<file path="config.mk">
export PLATFORM = sky130hd
export DESIGN_NAME = majority_voter_filter
export DESIGN_NICKNAME = d
export VERILOG_FILES = /design/src/rtl/majority_pkg.sv /design/src/rtl/majority_voter_filter_popcount.sv /design/src/rtl/majority_voter_filter.sv
export SDC_FILE = /design/constraint.sdc
export NUM_CORES = 1
export LEC_CHECK = 0
export CAP_MARGIN = 30
export CORE_MARGIN = 8
export CORE_UTILIZATION = 47
export CTS_CLUSTER_DIAMETER = 80
export DETAILED_ROUTE_END_ITERATION = 7
export GPL_TIMING_DRIVEN = 0
export MAX_ROUTING_LAYER = met4
export PLACE_DENSITY = 0.76
export RECOVER_POWER = 100
export SYNTH_ARGS = -nofsm -noshare
export SYNTH_HDL_FRONTEND = slang
export SYNTH_SLANG_ARGS = --single-unit
</file>
<file path="constraint.sdc">
create_clock -name clk -period 2.3 [get_ports clk]
set_clock_uncertainty 0.05 [all_clocks]
set_input_delay 0.23 -clock clk [delete_from_list [all_inputs] [get_ports clk]]
set_output_delay 0.23 -clock clk [all_outputs]
set_load 0.01 [all_outputs]
</file>
<file path="src/rtl/majority_pkg.sv">
// Shared definitions for the majority voter: width helper, filter state
// encoding and default parameter values.
package majority_pkg;

    localparam int unsigned DEF_N_IN   = 3;
    localparam int unsigned DEF_THRESH = 2;
    localparam int unsigned DEF_HOLD   = 2;
    localparam int unsigned DEF_CNT_W  = 8;

    typedef enum logic {
        ST_STABLE  = 1'b0,
        ST_PENDING = 1'b1
    } filt_state_t;

    // Bits needed to hold values 0..n-1; never less than 1.
    function automatic int unsigned clog2_w(input int unsigned n);
        int unsigned w;
        w = 1;
        while ((64'd1 << w) < 64'(n)) begin
            w = w + 1;
        end
        return w;
    endfunction

endpackage

</file>
<file path="src/rtl/majority_voter_filter_popcount.sv">
// Purely combinational population count over an N_IN-bit vector.
module popcount_n
    import majority_pkg::*;
#(
    parameter  int unsigned N_IN = DEF_N_IN,
    localparam int unsigned CW   = clog2_w(N_IN + 1)
) (
    input  logic [N_IN-1:0] bits_i,
    output logic [CW-1:0]   count_o
);

    always_comb begin
        count_o = '0;
        for (int unsigned i = 0; i < N_IN; i++) begin
            count_o = count_o + CW'(bits_i[i]);
        end
    end

endmodule

</file>
<file path="src/rtl/majority_voter_filter.sv">
// N-input majority voter with a registered threshold vote, a persistence
// filter on the vote and a saturating count of non-unanimous samples.
module majority_voter_filter
    import majority_pkg::*;
#(
    parameter  int unsigned N_IN   = DEF_N_IN,
    parameter  int unsigned THRESH = DEF_THRESH,
    parameter  int unsigned HOLD   = DEF_HOLD,
    parameter  int unsigned CNT_W  = DEF_CNT_W,
    localparam int unsigned CW     = clog2_w(N_IN + 1)
) (
    input  logic              clk,
    input  logic              rst,
    input  logic              in_valid,
    input  logic [N_IN-1:0]   in_bits,
    input  logic              clear_cnt,
    output logic              out_valid,
    output logic [CW-1:0]     ones_count,
    output logic              raw_vote,
    output logic              vote,
    output logic              changed,
    output logic [N_IN-1:0]   dissent,
    output logic              unanimous,
    output logic [CNT_W-1:0]  disagree_cnt
);

    localparam int unsigned HW = clog2_w(HOLD);

    if (N_IN < 1 || THRESH < 1 || THRESH > N_IN || HOLD < 1) begin : g_param_err
        $error("majority_voter_filter: illegal parameters N_IN=%0d THRESH=%0d HOLD=%0d",
               N_IN, THRESH, HOLD);
    end

    logic [CW-1:0]    pop_cnt;
    logic             raw_d;
    logic             unan_d;
    logic [N_IN-1:0]  dissent_d;

    filt_state_t      state_q, state_d;
    logic [HW-1:0]    hold_q, hold_d;
    logic             flip;
    logic             vote_q, vote_d;
    logic             changed_q, changed_d;

    logic             out_valid_q;
    logic [CW-1:0]    ones_q;
    logic             raw_q;
    logic [N_IN-1:0]  dissent_q;
    logic             unan_q;
    logic [CNT_W-1:0] cnt_q, cnt_d;

    logic [HW:0]      hold_inc;

    popcount_n #(.N_IN(N_IN)) u_pop (
        .bits_i  (in_bits),
        .count_o (pop_cnt)
    );

    assign raw_d     = (pop_cnt >= CW'(THRESH));
    assign unan_d    = (pop_cnt == '0) || (pop_cnt == CW'(N_IN));
    assign dissent_d = in_bits ^ {N_IN{raw_d}};
    assign hold_inc  = {1'b0, hold_q} + (HW+1)'(1);

    // Filter state register: frozen on idle cycles so gaps do not break a run.
    always_ff @(posedge clk) begin
        if (rst) begin
            state_q <= ST_STABLE;
            hold_q  <= '0;
            vote_q  <= 1'b0;
        end else if (in_valid) begin
            state_q <= state_d;
            hold_q  <= hold_d;
            vote_q  <= vote_d;
        end
    end

    always_comb begin
        state_d = state_q;
        hold_d  = hold_q;
        flip    = 1'b0;
        unique case (state_q)
            ST_STABLE: begin
                if (raw_d != vote_q) begin
                    if (HOLD == 1) begin
                        flip = 1'b1;
                    end else begin
                        hold_d  = HW'(1);
                        state_d = ST_PENDING;
                    end
                end
            end
            ST_PENDING: begin
                if (raw_d == vote_q) begin
                    hold_d  = '0;
                    state_d = ST_STABLE;
                end else if (hold_inc == (HW+1)'(HOLD)) begin
                    flip    = 1'b1;
                    hold_d  = '0;
                    state_d = ST_STABLE;
                end else begin
                    hold_d  = hold_inc[HW-1:0];
                end
            end
            default: begin
                state_d = ST_STABLE;
                hold_d  = '0;
            end
        endcase
    end

    always_comb begin
        vote_d    = vote_q ^ flip;
        changed_d = in_valid & flip;
    end

    // Clear takes effect first so a same-cycle non-unanimous sample counts from zero.
    always_comb begin
        cnt_d = clear_cnt ? '0 : cnt_q;
        if (in_valid && !unan_d && (cnt_d != '1)) begin
            cnt_d = cnt_d + CNT_W'(1);
        end
    end

    always_ff @(posedge clk) begin
        if (rst) begin
            out_valid_q <= 1'b0;
            changed_q   <= 1'b0;
            ones_q      <= '0;
            raw_q       <= 1'b0;
            dissent_q   <= '0;
            unan_q      <= 1'b0;
            cnt_q       <= '0;
        end else begin
            out_valid_q <= in_valid;
            changed_q   <= changed_d;
            cnt_q       <= cnt_d;
            if (in_valid) begin
                ones_q    <= pop_cnt;
                raw_q     <= raw_d;
                dissent_q <= dissent_d;
                unan_q    <= unan_d;
            end
        end
    end

    assign out_valid    = out_valid_q;
    assign ones_count   = ones_q;
    assign raw_vote     = raw_q;
    assign vote         = vote_q;
    assign changed      = changed_q;
    assign dissent      = dissent_q;
    assign unanimous    = unan_q;
    assign disagree_cnt = cnt_q;

endmodule

</file>
Word level (Yosys, flattened, before mapping)
Index checks and enable logic that the tools add are counted.
{"block": "word_totals", "output_inout_bits": 18, "wordCells": 44, "register_bits": 20}
{"block": "classes", "n_eq_ne": 6, "magnitude_cmp": 1, "muxes": 13, "bitwise": 4, "n_addsub": 4, "n_reduce_logical": 6}
{"op": "$mux 8", "n": 2}
{"op": "$mux 1", "n": 9}
{"op": "$add 8x1->8 const B", "n": 1}
{"op": "$ne 8x8->1 const B", "n": 1}
{"op": "$eq 2x2->1 const B", "n": 2}
{"op": "$pmux 1 s2", "n": 2}
{"op": "$xor 3x3->3", "n": 1}
{"op": "$add 1x1->2", "n": 1}
{"op": "$add 1x1->2 const B", "n": 1}
{"op": "$add 2x1->2", "n": 1}
{"op": "$ge 2x2->1 const B", "n": 1}
{"op": "$logic_and 1x1->1", "n": 2}
{"op": "$logic_not 2->1", "n": 1}
{"op": "$ne 2x2->1 const B", "n": 1}
{"op": "$reduce_and 2->1", "n": 1}
{"op": "$and 1x1->1", "n": 1}
{"op": "$eq 1x1->1", "n": 1}
{"op": "$logic_not 1->1", "n": 1}
{"op": "$logic_or 1x1->1", "n": 1}
{"op": "$ne 1x1->1", "n": 1}
{"op": "$not 1->1", "n": 1}
{"op": "$xor 1x1->1", "n": 1}

Depth between registers and ports, before layout
{"block": "depth", "depth_word": 8, "ltp_mapped": 8, "mapped_depth_nobuf": 7}

By module
Synthesis repeated with hierarchy kept, for this count alone.
{"block": "unflattened", "hier_cells": 112, "area_unflattened_um2": 991.0}
{"mod": "majority_voter_filter", "seq_area_each_um2": 400.4, "instances": 1, "area_each_um2": 970.9, "cells_per_inst": 111}
{"mod": "popcount_n", "seq_area_each_um2": 0.0, "instances": 1, "area_each_um2": 20.0, "cells_per_inst": 1}

Worst setup path before layout
Ideal clock, no wire load.
{"block": "synth_timing", "kind": "input-to-reg", "start": "input in_bits[0]", "end": "register cnt_q[3] (netlist: disagree_cnt[3])", "setup_time_ns": 0.070, "stages": 6, "setup_slack_ns": 0.415, "arrival_ns": 1.765, "required_ns": 2.180, "cell_sequence": "inv_1 > fa_1 > xor2_2 > nand2_2 > or4_1 > a21boi_1"}
{"block": "synth_between", "elab_chain_cells": 8, "elab_cells_between_ends": 9}
{"element": "start, declared", "line": "majority_voter_filter.sv:15", "source": "input logic [N_IN-1:0] in_bits,"}
{"element": "$add 1x1->2 (*)", "line": "majority_voter_filter_popcount.sv:15", "source": "count_o = count_o + CW'(bits_i[i]);"}
{"element": "$add 2x1->2 (*)", "line": "majority_voter_filter_popcount.sv:15"}
{"element": "$eq 2x2->1 / $logic_not 2->1 (equally long branches)", "line": "majority_voter_filter.sv:60", "source": "assign unan_d = (pop_cnt == '0) || (pop_cnt == CW'(N_IN));"}
{"element": "$logic_or 1x1->1 (*)", "line": "majority_voter_filter.sv:60"}
{"element": "$logic_not 1->1 (*)", "line": "majority_voter_filter.sv:119", "source": "if (in_valid && !unan_d && (cnt_d != '1)) begin"}
{"element": "$logic_and 1x1->1 (*) (2 in a row)", "line": "majority_voter_filter.sv:119"}
{"element": "$mux 8 (*)", "line": "majority_voter_filter.sv:119"}
{"element": "end signal, assigned", "line": "majority_voter_filter.sv:136", "source": "cnt_q <= cnt_d;"}
{"element": "end, declared", "line": "majority_voter_filter.sv:50", "source": "logic [CNT_W-1:0] cnt_q, cnt_d;"}
Every way passes the cells marked *; elsewhere a longest branch is shown, timed or not.
A chain may end at the register's enable or synchronous reset.

Worst setup path in the final report
Ends and elaborated chain as after synthesis.

==> run metrics <==
status=completed; Worst Setup Start Kind=input port; vias in the first global route=797; M1 GR Usage=0.138; gr usage total=0.124; Final Hold Fails=0; area occupied by multi-input gates=509 sq um; Worst Tran Pin Value=0.520 ns; H-Tree Depth=1; top post-synthesis cells by area=dfxtp_1, mux2i_1, nor2_1; final wirelength=2040 um; Setup crit end kind=flip-flop; wire length of the first global-routing pass=3420 um; top-area cell type share of the netlist area=0.402; worst hold path type=input port to flip-flop; die outline height=60.9 um; Final setup viols=0; sequential-to-total area share from yosys stat=0.402; ANT nets after route=0; Async S/R FF share, synth=0; CTS Buffer Depth=2; Post-synth EDFFs=0; switching share of power=0.273; slew margin rel.=0.654; gr busiest metal=met2; Clock transition at path regs=0.11 ns; TritonCTS clock tree=built; syn_nets=117; critical path cell sequence=clkdlybuf4s50_1 -> inv_1 -> fa_1 -> xor2_2 -> nand2_2 -> or4_1 -> a21boi_1; NumNets Final=145; fin crit share=0.952; VDD IR max=487 uV; Post-CTS Setup Inserts=0; Area growth syn-to-layout=30.3%; register area=380 sq um; Leakage=0.515 nW; Slew Limit Fails=0; fin util=0.642; DRC Markers=0; Sink Count=19; CTS Root Buffer Type=clkbuf_4; layout cells sized above 1=0.0741; Seq cells post-synth=19; Pre-antenna DRT Iters=4; First DRT Iteration DRCs=23; Via density=5.15; Setup Crit Path Kind=input port to flip-flop; Synth area leader=dfxtp_1; full die area=3710 sq um; Inserted Diodes=0; CP max stage cell=fa_1; clock share of power=0.263; Global Route met3 Usage=0.0318; Max Fclk=0.457 GHz; critical path peak fanout=7; Yosys cell types=37; WP data arrival=2.37 ns; Yosys warning total=0; pre-CTS WS=-0.210 ns; gpl congestion=0.854; Resize count post-CTS=0; initial core utilization=0.493; total power=0.646 mW; remaining global-route overflow=0; core area=between 1500 and 2000 sq um; Mapped Cells=108; max incr delay on CP=approximately 0.60 ns; RSZ-0062 raised after global routing=no; Synth Area per Inst=approximately 8.8 sq um; post-route setup slack=0.111 ns; Comb power frac=0.190; Int Pwr=0.470 mW; DP HPWL=1660 um; PD cells=524 nW/um^2; hold-fix buffers at CTS=0; met2 Use GR=0.213; fill cell count=181; num ports=25; Clock Latency Late Sink=0.30 ns; sequential share of power=0.547; I/O Buffers=23; DR WL/cell=12.6 um; ys flop type=dfxtp_1; antenna violations before repair=0; Inserted Clock Buffers=3; largest net degree at the start of global routing=12; Cell Area, Synth=947 sq um; Chip Width=60.9 um; via count=834; post-route minimum period=2.19 ns; Rows=16; Switch Pwr=0.177 mW; Max-Cap Viols=0; Crit path required time=around 2.5 ns
-- cell type report --
cell class                 count  area share
buffer                         6      0.0274
clock buffer                   3      0.0183
clock inverter                 1     0.00406
inverter                       5      0.0152
multi-input combinational     78       0.413
sequential                    19       0.308
tap                           27      0.0274
timing repair buffer          23       0.187
-- cell usage after synthesis (2+ instances only) --
cell / number
nor3_1: 4
or3_1: 2
nand2b_1: 3
nor2b_1: 3
nand3_1: 4
nor3b_1: 2
or4_1: 2
clkbuf_1: 3
mux2i_1: 6
a21oi_1: 6
xnor2_1: 3
dfxtp_1: 19
nor2_1: 12
a31o_2: 2
inv_1: 5
nand4_1: 2
a211oi_1: 3
o21ai_0: 3
nand2_1: 6
-- worst paths after layout --
check,cells past startpoint,end,slack [ns],start
hold / removal,2,out_valid,0.25,rst
setup reg to reg,6,disagree_cnt[5],0.43,disagree_cnt[0]
hold reg to reg,2,ones_count[0],0.44,ones_count[0]
setup / recovery,7,disagree_cnt[3],0.11,in_bits[0]
-- sequential cells by signal (all words and copies together) (netlist names) --
name and count:
changed 1, disagree_cnt 8, dissent 3, hold_q 1, ones_count 2, out_valid 1
state_q 1, unanimous 1, vote 1
-- cell usage in the layout (no fill, tap or decap), types with 2 or more instances in the layout --
cell type         n
dfxtp_1          19
dlygate4sd3_1    19
nor2_1           12
mux2i_1           6
nand2_1           6
a21oi_1           6
inv_1             5
nor3_1            5
nand3_1           4
clkdlybuf4s50_1   4
nand2b_1          3
nor2b_1           3
clkbuf_1          3
a211oi_1          3
xnor2_1           3
o21ai_0           3
clkbuf_4          3
or4_1             2
nand4_1           2
or3_1             2
a31o_2            2
nor3b_1           2
-- critical path: cells and delay by family --
family	cells	cell delay (ns)
xor+xnor	1	0.19
fa+ha+maj	1	0.60
buf+inv	2	0.55
simple gates	2	0.64
compound gates	1	0.15
-- kinds of logic (layout without fill, tap and decap cells) --
group           after synthesis  in the layout  share of synthesized area
compound gates               19             19                      0.132
mux                           6              6                     0.0634
flops                        19             19                      0.402
xor+xnor                      5              5                     0.0542
simple gates                 46             46                      0.259
buf+inv                      11             38                     0.0555
fa+ha+maj                     2              2                     0.0343
-- power by group through the flow --
stage	combinational [mW]	clock, mW	sequential, mW
detailed placement	0.130	0	0.362
finish	0.123	0.170	0.354
floorplan	0.0710	0	0.367
global placement	0.128	0	0.361
CTS	0.131	0.173	0.355
global route	0.136	0.191	0.356
-- metrics by stage --
stage	setup TNS [ns]	hold slack, ns	instance area (sq um)	std cells
after floorplan	0	0.366	947	108
after global routing	0	0.265	1230	162
after detailed placement	-0.657	0.428	1210	158
after global placement	-0.594	0.423	1210	158
after CTS	0	0.253	1240	162
final	0	0.248	1230	162
-- routing by layer --
layer | part of all wire | vias up | routed length (um)
li1 | - | 433 | -
met1 | 0.44 | 382 | 887
met2 | 0.51 | 17 | 1040
met4 | 0.0069 | 0 | 14
met3 | 0.046 | 2 | 93
met5 | 0 | - | 0
No activity file was read; power rests on OpenSTA's default activity.
